## src/rtl/seletor_jogo.sv

```systemverilog
// seletor_jogo -- game selector for the LED-matrix display path.
//
// Synchronises the two raw push-buttons into clk, optionally debounces them,
// turns each accepted press into a one-cycle pulse, and uses those pulses to
// step through a table of column patterns with wrap-around in both directions.
//
// Optional feature macro: SELETOR_DEBOUNCE_EN
//   defined   -> each button needs DEBOUNCE_CICLOS stable synchronised samples
//                before a level change is accepted (press-to-load 2+D+1 cycles)
//   undefined -> the synchronised level feeds the edge detector directly
//                (press-to-load 3 cycles); DEBOUNCE_CICLOS is not used.
//
// Ports:
//   clk         system clock, rising edge
//   reset       asynchronous active-high reset
//   botao_prox  raw "next game" button, active-high, asynchronous
//   botao_ant   raw "previous game" button, active-high, asynchronous
//   limpar      one-cycle request to blank the display
//   colunas     column bus, column c at [c*LINHAS +: LINHAS], active-low LEDs
//   jogo_atual  index of the displayed game
//   exibindo    high while a game is displayed
//   troca       one-cycle pulse when colunas takes a new game
module seletor_jogo #(
  parameter int N_JOGOS         = 4,
  parameter int COLUNAS         = 5,
  parameter int LINHAS          = 7,
  parameter int DEBOUNCE_CICLOS = 16,
  parameter logic [N_JOGOS*COLUNAS*LINHAS-1:0] PADROES = {
    7'b0001000, 7'b0111101, 7'b1111101, 7'b1110111, 7'b1100011,  // game 3, col 5..1
    7'b1111000, 7'b1111101, 7'b0111111, 7'b0001110, 7'b0111000,  // game 2
    7'b1000111, 7'b1110111, 7'b1011101, 7'b1011100, 7'b0001101,  // game 1
    7'b1110111, 7'b1000111, 7'b0110101, 7'b0011101, 7'b0111100   // game 0
  }
) (
  input  logic                                        clk,
  input  logic                                        reset,
  input  logic                                        botao_prox,
  input  logic                                        botao_ant,
  input  logic                                        limpar,
  output logic [COLUNAS*LINHAS-1:0]                   colunas,
  output logic [(N_JOGOS > 1 ? $clog2(N_JOGOS) : 1)-1:0] jogo_atual,
  output logic                                        exibindo,
  output logic                                        troca
);

  localparam int IW = (N_JOGOS > 1) ? $clog2(N_JOGOS) : 1;
  localparam int GW = COLUNAS * LINHAS;
  localparam logic [IW-1:0] ULTIMO = IW'(N_JOGOS - 1);

  genvar gi;

  // Parameter sanity checks, evaluated at elaboration.
  if (N_JOGOS < 2) begin : g_chk_jogos
    $error("seletor_jogo: N_JOGOS must be >= 2");
  end
  if (DEBOUNCE_CICLOS < 1) begin : g_chk_debounce
    $error("seletor_jogo: DEBOUNCE_CICLOS must be >= 1");
  end

  // ---------------------------------------------------------------------
  // Button front end: bit 0 = next, bit 1 = previous.
  // ---------------------------------------------------------------------
  logic [1:0] bruto;
  logic [1:0] pulso;

  assign bruto = {botao_ant, botao_prox};

  for (gi = 0; gi < 2; gi++) begin : g_botao
    logic sync1_reg;
    logic sync2_reg;
    logic nivel;
    logic nivel_d_reg;

    always_ff @(posedge clk or posedge reset) begin
      if (reset) begin
        sync1_reg <= 1'b0;
        sync2_reg <= 1'b0;
      end else begin
        sync1_reg <= bruto[gi];
        sync2_reg <= sync1_reg;
      end
    end

`ifdef SELETOR_DEBOUNCE_EN
    localparam int CW = (DEBOUNCE_CICLOS > 1) ? $clog2(DEBOUNCE_CICLOS) : 1;

    logic          aceito_reg;
    logic [CW-1:0] cont_reg;

    // The counter only runs while the synchronised input disagrees with the
    // accepted level; any agreeing sample restarts it, so short glitches die.
    always_ff @(posedge clk or posedge reset) begin
      if (reset) begin
        aceito_reg <= 1'b0;
        cont_reg   <= '0;
      end else if (sync2_reg == aceito_reg) begin
        cont_reg <= '0;
      end else if (cont_reg == CW'(DEBOUNCE_CICLOS - 1)) begin
        aceito_reg <= sync2_reg;
        cont_reg   <= '0;
      end else begin
        cont_reg <= cont_reg + CW'(1);
      end
    end

    assign nivel = aceito_reg;
`else
    assign nivel = sync2_reg;
`endif

    always_ff @(posedge clk or posedge reset) begin
      if (reset) begin
        nivel_d_reg <= 1'b0;
      end else begin
        nivel_d_reg <= nivel;
      end
    end

    // Press only; release produces nothing.
    assign pulso[gi] = nivel & ~nivel_d_reg;
  end

  // ---------------------------------------------------------------------
  // Pattern table unpacked into one entry per game.
  // ---------------------------------------------------------------------
  logic [GW-1:0] padrao [N_JOGOS];

  for (gi = 0; gi < N_JOGOS; gi++) begin : g_padrao
    assign padrao[gi] = PADROES[gi*GW +: GW];
  end

  // ---------------------------------------------------------------------
  // Selection state machine.
  // ---------------------------------------------------------------------
  typedef enum logic {VAZIO, EXIBINDO} estado_t;

  estado_t       estado_reg, estado_next;
  logic [IW-1:0] jogo_reg, jogo_next;
  logic [GW-1:0] colunas_reg, colunas_next;
  logic          troca_reg, troca_next;

  always_ff @(posedge clk or posedge reset) begin
    if (reset) begin
      estado_reg  <= VAZIO;
      jogo_reg    <= '0;
      colunas_reg <= '1;
      troca_reg   <= 1'b0;
    end else begin
      estado_reg  <= estado_next;
      jogo_reg    <= jogo_next;
      colunas_reg <= colunas_next;
      troca_reg   <= troca_next;
    end
  end

  always_comb begin
    estado_next  = estado_reg;
    jogo_next    = jogo_reg;
    troca_next   = 1'b0;
    colunas_next = '1;

    if (limpar) begin
      // Blanking beats any button pulse; from VAZIO this changes nothing.
      estado_next = VAZIO;
      jogo_next   = '0;
    end else if (pulso[0] ^ pulso[1]) begin
      // Simultaneous next+previous cancel out, hence the XOR.
      troca_next  = 1'b1;
      estado_next = EXIBINDO;
      if (estado_reg == VAZIO) begin
        jogo_next = pulso[0] ? '0 : ULTIMO;
      end else if (pulso[0]) begin
        jogo_next = (jogo_reg == ULTIMO) ? '0 : jogo_reg + IW'(1);
      end else begin
        jogo_next = (jogo_reg == '0) ? ULTIMO : jogo_reg - IW'(1);
      end
    end

    if (estado_next == EXIBINDO) begin
      colunas_next = padrao[jogo_next];
    end
  end

  assign colunas    = colunas_reg;
  assign jogo_atual = jogo_reg;
  assign exibindo   = (estado_reg == EXIBINDO);
  assign troca      = troca_reg;

endmodule
```

## config.mk

```make
export PLATFORM = sky130hd
export DESIGN_NAME = seletor_jogo
export DESIGN_NICKNAME = d
export VERILOG_FILES = /design/src/rtl/seletor_jogo.sv
export SDC_FILE = /design/constraint.sdc
export NUM_CORES = 1
export LEC_CHECK = 0
export ABC_AREA = 1
export CORE_UTILIZATION = 40
export CTS_CLUSTER_SIZE = 14
export DETAILED_ROUTE_END_ITERATION = 6
export PLACE_DENSITY = 0.73
export SYNTH_ARGS = -nofsm -noshare
export SYNTH_HDL_FRONTEND = slang
export SYNTH_SLANG_ARGS = --single-unit
```

## constraint.sdc

```tcl
create_clock -name clk -period 3.7 [get_ports clk]
set_clock_uncertainty 0.15 [all_clocks]
set_input_delay 0.74 -clock clk [delete_from_list [all_inputs] [get_ports clk]]
set_output_delay 0.74 -clock clk [all_outputs]
set_load 0.005 [all_outputs]
```

# ---- Word-level counts from Yosys, hierarchy flattened
# Cells that the tools add are included.
dict set report word_totals {
  ff_bits 45
  input_bits 5
  output_inout_bits 39
  elab_cells 36
}
dict set report op_classes {
  n_addsub 2
  n_lt_le_gt_ge 1
  n_eq_ne 1
  n_mux 15
  n_bitwise 6
  reduce_logical 1
}
# cell count
set op_table {}
lappend op_table {{35-bit 2-to-1 mux} 3}
lappend op_table {{35-bit binary-select mux with 2-bit select} 1}
lappend op_table {{2-bit 2-to-1 mux} 7}
lappend op_table {{1-bit 2-to-1 mux} 4}
lappend op_table {{3-bit greater-or-equal comparator (second input constant)} 1}
lappend op_table {{2-bit inverter with 3-bit output} 1}
lappend op_table {{2-bit by 1-bit adder with 2-bit output (second input constant)} 1}
lappend op_table {{1-bit bitwise AND} 2}
lappend op_table {{2-bit == test (second input constant)} 1}
lappend op_table {{2-bit zero test} 1}
lappend op_table {{1-bit inverter} 2}
lappend op_table {{2-bit by 1-bit subtractor with 2-bit output (second input constant)} 1}
lappend op_table {{1-bit bitwise XOR} 1}

# ---- Depth between registers and ports, before layout
# Gate-level depths: netlist of the first run.
dict set report depth {
  ltp_word 11
  depth_mapped 11
  ltp_nobuf 11
}

# ---- Worst setup path after synthesis of the first run
# OpenSTA, ideal clock, no wires.
dict set report synth_path {
  path_type {register to register}
  from {reg jogo_reg[0], in the netlist jogo_atual[0]}
  to {reg colunas_reg[7], in the netlist colunas[7]}
  setup_time_ns 0.082
  arrival_ns 1.587
  required_time_ns 3.468
  setup_slack_ns 1.881
  stages_incl_launch_ff 11
  path_buffers 0
  period_less_slack_ns 1.819
  cell_sequence {dfrtp_1 > inv_1 > ha_1 > nand2_1 > inv_1 > nand2_1 > nand2_1 > nand2_2 > nand2_4 > ha_1 > or2_1}
}
dict set report synth_between {
  elab_chain_cells 11
  word_cells_on_any_way 15
  cone_classes {add/sub: 2; eq/ne: 1; mux: 10; bitwise: 1; reduce/logical: 1}
}
# element line
set synth_rtl {}
lappend synth_rtl {{from (decl)} 138} ;# logic [IW-1:0] jogo_reg, jogo_next;
lappend synth_rtl {{from (signal assigned)} 150} ;# jogo_reg <= jogo_next;
lappend synth_rtl {{2-bit by 1-bit subtractor with 2-bit output (tied with other cells)} 175} ;# jogo_next = (jogo_reg == '0) ? ULTIMO : jogo_reg - IW'(1);
lappend synth_rtl {{2-bit 2-to-1 mux (on tied branches)} {175, 173}}
lappend synth_rtl {{2-bit 2-to-1 mux} 172} ;# end else if (pulso[0]) begin
lappend synth_rtl {{2-bit 2-to-1 mux} 170} ;# if (estado_reg == VAZIO) begin
lappend synth_rtl {{2-bit 2-to-1 mux *} 166} ;# end else if (pulso[0] ^ pulso[1]) begin
lappend synth_rtl {{2-bit 2-to-1 mux *} 162} ;# if (limpar) begin
lappend synth_rtl {{2-bit inverter with 3-bit output (implied by the code) *} 180} ;# colunas_next = padrao[jogo_next];
lappend synth_rtl {{35-bit binary-select mux with 2-bit select *} 180}
lappend synth_rtl {{35-bit 2-to-1 mux (implied by the code) * (2 in a row)} 180}
lappend synth_rtl {{35-bit 2-to-1 mux *} 179} ;# if (estado_next == EXIBINDO) begin
lappend synth_rtl {{via colunas_next[7]} 139} ;# logic [GW-1:0] colunas_reg, colunas_next;
lappend synth_rtl {{to (signal assigned)} 151} ;# colunas_reg <= colunas_next;
lappend synth_rtl {{to (decl)} 139}
# Mark *: on every way through the listed nets, which the timed path passes. The rest lies on a longest branch. The select of a mux whose other input is x is not followed.

==> results of run 1 <==
==> Yosys cell counts, drive strengths merged <==
cell / count / area (sq um)
buf: 24 / 180.2
nand2: 23 / 116.4
inv: 17 / 66.32
dfstp: 11 / 289.0
dfrtp: 10 / 250.2
ha: 5 / 62.56
nand3: 5 / 42.54
nor2: 4 / 22.52
o21ai: 2 / 13.76
or2: 2 / 12.51
conb: 1 / 3.750
==> metal layers <==
| layer | global-route usage | wire length [um] |
|---|---|---|
| met5 | 0 | 0 |
| met4 | 0.05263 | 18 |
| met3 | 0.04023 | 97 |
| met2 | 0.2271 | 863 |
| met1 | 0.1724 | 759 |
==> path summary, 6_finish.rpt <==
kind	start	end	slack, ps
max	colunas[27]	colunas[34]	1420
min reg2reg	g_botao[1].sync1_reg	g_botao[1].nivel	220
min	g_botao[1].sync1_reg	g_botao[1].nivel	220
max reg2reg	jogo_atual[0]	colunas[7]	1740
min in group asynchronous	reset	jogo_atual[0]	710
max in group asynchronous	reset	exibindo	2220
==> stage by stage <==
step	std cells	area, sq um
detailed placement	152	1306
CTS	156	1334
finish	156	1334
global placement	152	1306
global route	156	1334
floorplan	109	1079
==> cells by family (layout without fill, tap and decap cells) <==
| kind of cell | after synthesis | count (layout) | share of synthesized area |
|---|---|---|---|
| other | 1 | 6 | 0.003539 |
| buffers and inverters | 41 | 58 | 0.2326 |
| flip-flops | 21 | 21 | 0.5089 |
| AO/OA/AOI/OAI | 2 | 2 | 0.01298 |
| adder cells (fa/ha/maj) | 5 | 5 | 0.05903 |
| AND/OR/NAND/NOR | 34 | 34 | 0.1830 |
==> report_power, final <==
group          switching (uW)  internal, uW
Combinational            47.8          56.1
Sequential               10.7           250
Clock                    69.6          40.3
==> final cells by class <==
type / instances / share of cell area
Clock inverter: 1 / 0.003752
Tap cell: 30 / 0.02814
Timing Repair Buffer: 37 / 0.2777
Inverter: 17 / 0.04972
Multi-Input combinational cell: 47 / 0.2195
Clock buffer: 3 / 0.01689
Sequential cell: 21 / 0.4043
==> flow_summary.toml, run 1 <==
[pwr]
p_leak_uw = 0.0006389
power_density_nw_per_um2 = 355.9
worst_supply_voltage_drop_on_vdd_mv = 0.2681
p_total_uw = 474.7

[final_layout]
area_growth_pct = 25.86
ant_diodes = 0
largest_register_ff_count = 11
mostFrequentLayoutCell = "clkdlybuf4s50_1"
total_area_of_multi_input_combinational_cells_sq_um = 292.8
final_layout_size_suffix_gt1_frac = 0.2381
fillers = 235
final-seq-area_sq_um = 539.3
finalNetCount = 137
post-route-util = 0.5335
final_cell_mix = "clkdlybuf4s50_1 (37), nand2_1 (17), inv_1 (14), dfstp_2 (11), dfrtp_1 (10)"

[synth]
synthesis.area_per_instance_sq_um = 10.19
synth_cell_type_count = 19
synth.yosys.seq_area_share = 0.5089
syn-instance-count = 104
synth.yosys.warnings = 0
netlist_area_before_placement_sq_um = 1060
synth_seq_cells = 21

[clock_tree]
setup_fix_buffers_added_after_clock_tree_synthesis = 0
maximum_level_of_the_cts_h_tree = 1
maximum_buffer_depth_of_the_clock_tree = 2
cts_root_buffer = "clkbuf_4"
clkSinkCount = 21
tritoncts = "done"
worst_setup_hold_path_clk_slew_ps = 120
clock_latency_ps = 300
number_of_buffers_inserted_during_clock_tree_synthesis = 3
post_cts_resize_count = 0
cts_hold_buffers = 0

[critical_path]
worstSetupStartpointType = "register"
worst-path-stages = 1
critical_path_buf_inv_count = 1
required_time_at_the_worst_slack_endpoint_ps = 2810
critical-path-max-stage-delay_ps = 570
worstPathCellList = "clkdlybuf4s50_1"
worst_path_max_delay_cell = "dfstp_2"
cpLargestDelayFamily = "flip-flops"
setup.worst_path.end_class = "primary output"
path_class = "register to primary output"
worst_r2r_path_depth = 8
arrival_ps = 1390
critical_path_peak_fanout = 4

[floorplanning]
placementRows = 18
top_level_ports = 44
die_height_um = 53.47
initial_core_util = 0.4239
design.die.area_sq_um = 2859
core_area_sq_um = 2500
floorplan.die.width_um = 53.47

[global_routing]
grt_max_degree = 22
globalRouteTotalUtil = 0.1396
overflow = 0
grt_first_pass_wirelength_um = 2780
antenna_found_initial = 0
grt_pass1_vias = 626

[timing]
unrepaired_setup_endpoints_after_global_routing = "false"
slew_at_the_pin_with_the_worst_max_slew_slack_ps = 759.8
hold_violations = 0
setup_viol = 0
finalWorstSetupSlack_ps = 1423
maxClockFrequency_mhz = 439.2
maxSlewHeadroom = 0.4929
final-max-slew-violation-count = 0
final_period_minus_worst_setup_slack_ps = 2277
tns_ps = 0
layout_worst_path_cycle_share = 0.6154
hold_ws_ps = 217.4

[min_path]
worst_hold_path.num_cells = 0
worst_hold_path_type = "register to register"

[drt]
drt_first_pass_iters = 4
drcViolationCount = 0
initialDrtViolationCount = 8
drt-wirelength-per-cell_um = 11.15
drtAntennaViolNets = 0
wl_um = 1739
vias = 657
viasPerCell = 4.212

[status]
outcome = "completed"

[placement]
pre_cts_ws_ps = 1390
hpwl_um = 1325
place.port_buffers = 37
gp_weighted_congestion = 0.7758

[run]
drv.max_cap_violation_count = 0
No activity file was read; power rests on OpenSTA's default activity.
==> run 2: changes to the inputs <==
==> constraint.sdc (replaced) <==
create_clock -name clk -period 2.2 [get_ports clk]
set_clock_uncertainty 0.15 [all_clocks]
set_input_delay 0.44 -clock clk [delete_from_list [all_inputs] [get_ports clk]]
set_output_delay 0.44 -clock clk [all_outputs]
set_load 0.005 [all_outputs]
==> run 2 against run 1 <==
Against the previous run: count of clock-buffer cells in the layout stayed put; flip-flop and latch count unchanged; non-clock buffer count rose by 1; setup slack got worse by 1200 ps; combinational power increased by 69%; global-route usage fell by 0.62 points; critical path type unchanged; sequential power up 68%.
==> flow_summary.toml, run 2 (synthesis results as in run 1) <==
[critical_path]
critical_path.endpoint = "colunas[30]"
required_time_at_the_worst_slack_endpoint_ps = 1610
arrival_ps = 1380
worstSetupStartpointType = "register"
critical-path-max-stage-delay_ps = 570
setup.worst_path.start = "colunas[30]"
worst_r2r_path_depth = 10
worst-path-stages = 1
reg_to_reg_endpoint = "colunas[12]"
critical_path_buf_inv_count = 1
worstPathCellList = "clkdlybuf4s50_1"
critical_path.reg2reg.startpoint = "jogo_atual[0]"
path_class = "register to primary output"
r2r_slack_ps = 260
setup.worst_path.end_class = "primary output"
critical_path_peak_fanout = 5
worst_path_max_delay_cell = "dfstp_2"
cpLargestDelayFamily = "flip-flops"

[final_layout]
final_cell_mix = "clkdlybuf4s50_1 (37), nand2_1 (17), inv_1 (14), dfstp_2 (11), dfrtp_1 (10)"
finalNetCount = 138
mostFrequentLayoutCell = "clkdlybuf4s50_1"
final-seq-area_sq_um = 539.3
final_layout_size_suffix_gt1_frac = 0.2441
area_growth_pct = 26.56
post-route-util = 0.5365
fillers = 238
ant_diodes = 0
total_area_of_multi_input_combinational_cells_sq_um = 292.8
largest_register_ff_count = 11

[status]
outcome = "completed"

[drt]
initialDrtViolationCount = 9
drtAntennaViolNets = 0
vias = 659
viasPerCell = 4.197
drt-wirelength-per-cell_um = 10.24
wl_um = 1608
drt_first_pass_iters = 4
drcViolationCount = 0

[pwr]
worst_supply_voltage_drop_on_vdd_mv = 0.4114
power_density_nw_per_um2 = 594.5
p_leak_uw = 0.0006437

[timing]
hold_violations = 0
tns_ps = 0
final-max-slew-violation-count = 0
hold_ws_ps = 213.0
setup_viol = 0
final_period_minus_worst_setup_slack_ps = 1972
layout_worst_path_cycle_share = 0.8965
unrepaired_setup_endpoints_after_global_routing = "false"
maxClockFrequency_mhz = 507.0

[clock_tree]
maximum_buffer_depth_of_the_clock_tree = 2
post_cts_resize_count = 0
setup_fix_buffers_added_after_clock_tree_synthesis = 0
cts_root_buffer = "clkbuf_4"
cts_hold_buffers = 0
clock_latency_ps = 300
worst_setup_hold_path_clk_slew_ps = 120
tritoncts = "done"
number_of_buffers_inserted_during_clock_tree_synthesis = 3
clkSinkCount = 21
maximum_level_of_the_cts_h_tree = 1

[floorplanning]
top_level_ports = 44
design.die.area_sq_um = 2859
core_area_sq_um = 2500
placementRows = 18
floorplan.die.width_um = 53.47
die_height_um = 53.47
initial_core_util = 0.4239

[placement]
gp_weighted_congestion = 0.7715
hpwl_um = 1262
place.port_buffers = 37

[min_path]
worst_hold_path_type = "register to register"

[global_routing]
globalRouteTotalUtil = 0.1334
grt_first_pass_wirelength_um = 2704
grt_pass1_vias = 619
overflow = 0
grt_max_degree = 22
antenna_found_initial = 0

[run]
drv.max_cap_violation_count = 0
-- run 2: cell count changes in the layout (fill, tap and decap cells not counted) --
cell   delta
buf_4     +1
-- run 2: layout make-up --
type | count | share of cell area
clock inverter | 1 | 0.003731
inverter | 17 | 0.04944
multi-input combinational | 47 | 0.2183
timing repair buffer | 38 | 0.2817
tap | 30 | 0.02798
sequential | 21 | 0.4021
clock buffer | 3 | 0.01679
-- run 2: worst min-delay path by stage --
stage | start | endpoint | cells past startpoint
finish | g_botao[1].sync1_reg | g_botao[1].nivel | 0
detailed placement | g_botao[1].sync1_reg | g_botao[1].nivel | 0
global placement | g_botao[1].sync1_reg | g_botao[1].nivel | 0
global route | g_botao[0].sync1_reg | g_botao[0].nivel | 0
floorplan | g_botao[0].sync1_reg | g_botao[0].nivel | 0
CTS | g_botao[1].sync1_reg | g_botao[1].nivel | 0
-- run 2: metal layers --
layer | part of all wire | GRT usage
met5 | 0 | 0
met4 | 0.0087 | 0.05263
met3 | 0.064 | 0.02874
met2 | 0.49 | 0.2167
met1 | 0.44 | 0.1699
-- run 2: where the power goes --
group | switching (uW) | internal, uW
registers | 17.5 | 421
clock network | 116 | 67.8
logic | 79.6 | 95.9
-- run 2: metrics by stage --
stage / worst slack (ps) / power [uW] / instance area (sq um) / cells
floorplan: 381.0 / 554.8 / 1079 / 109
global placement: 252.3 / 617.3 / 1314 / 153
detailed placement: 208.8 / 622.6 / 1314 / 153
CTS: 213.1 / 806.4 / 1341 / 157
global route: 84.56 / 845.8 / 1341 / 157
finish: 227.6 / 797.4 / 1341 / 157
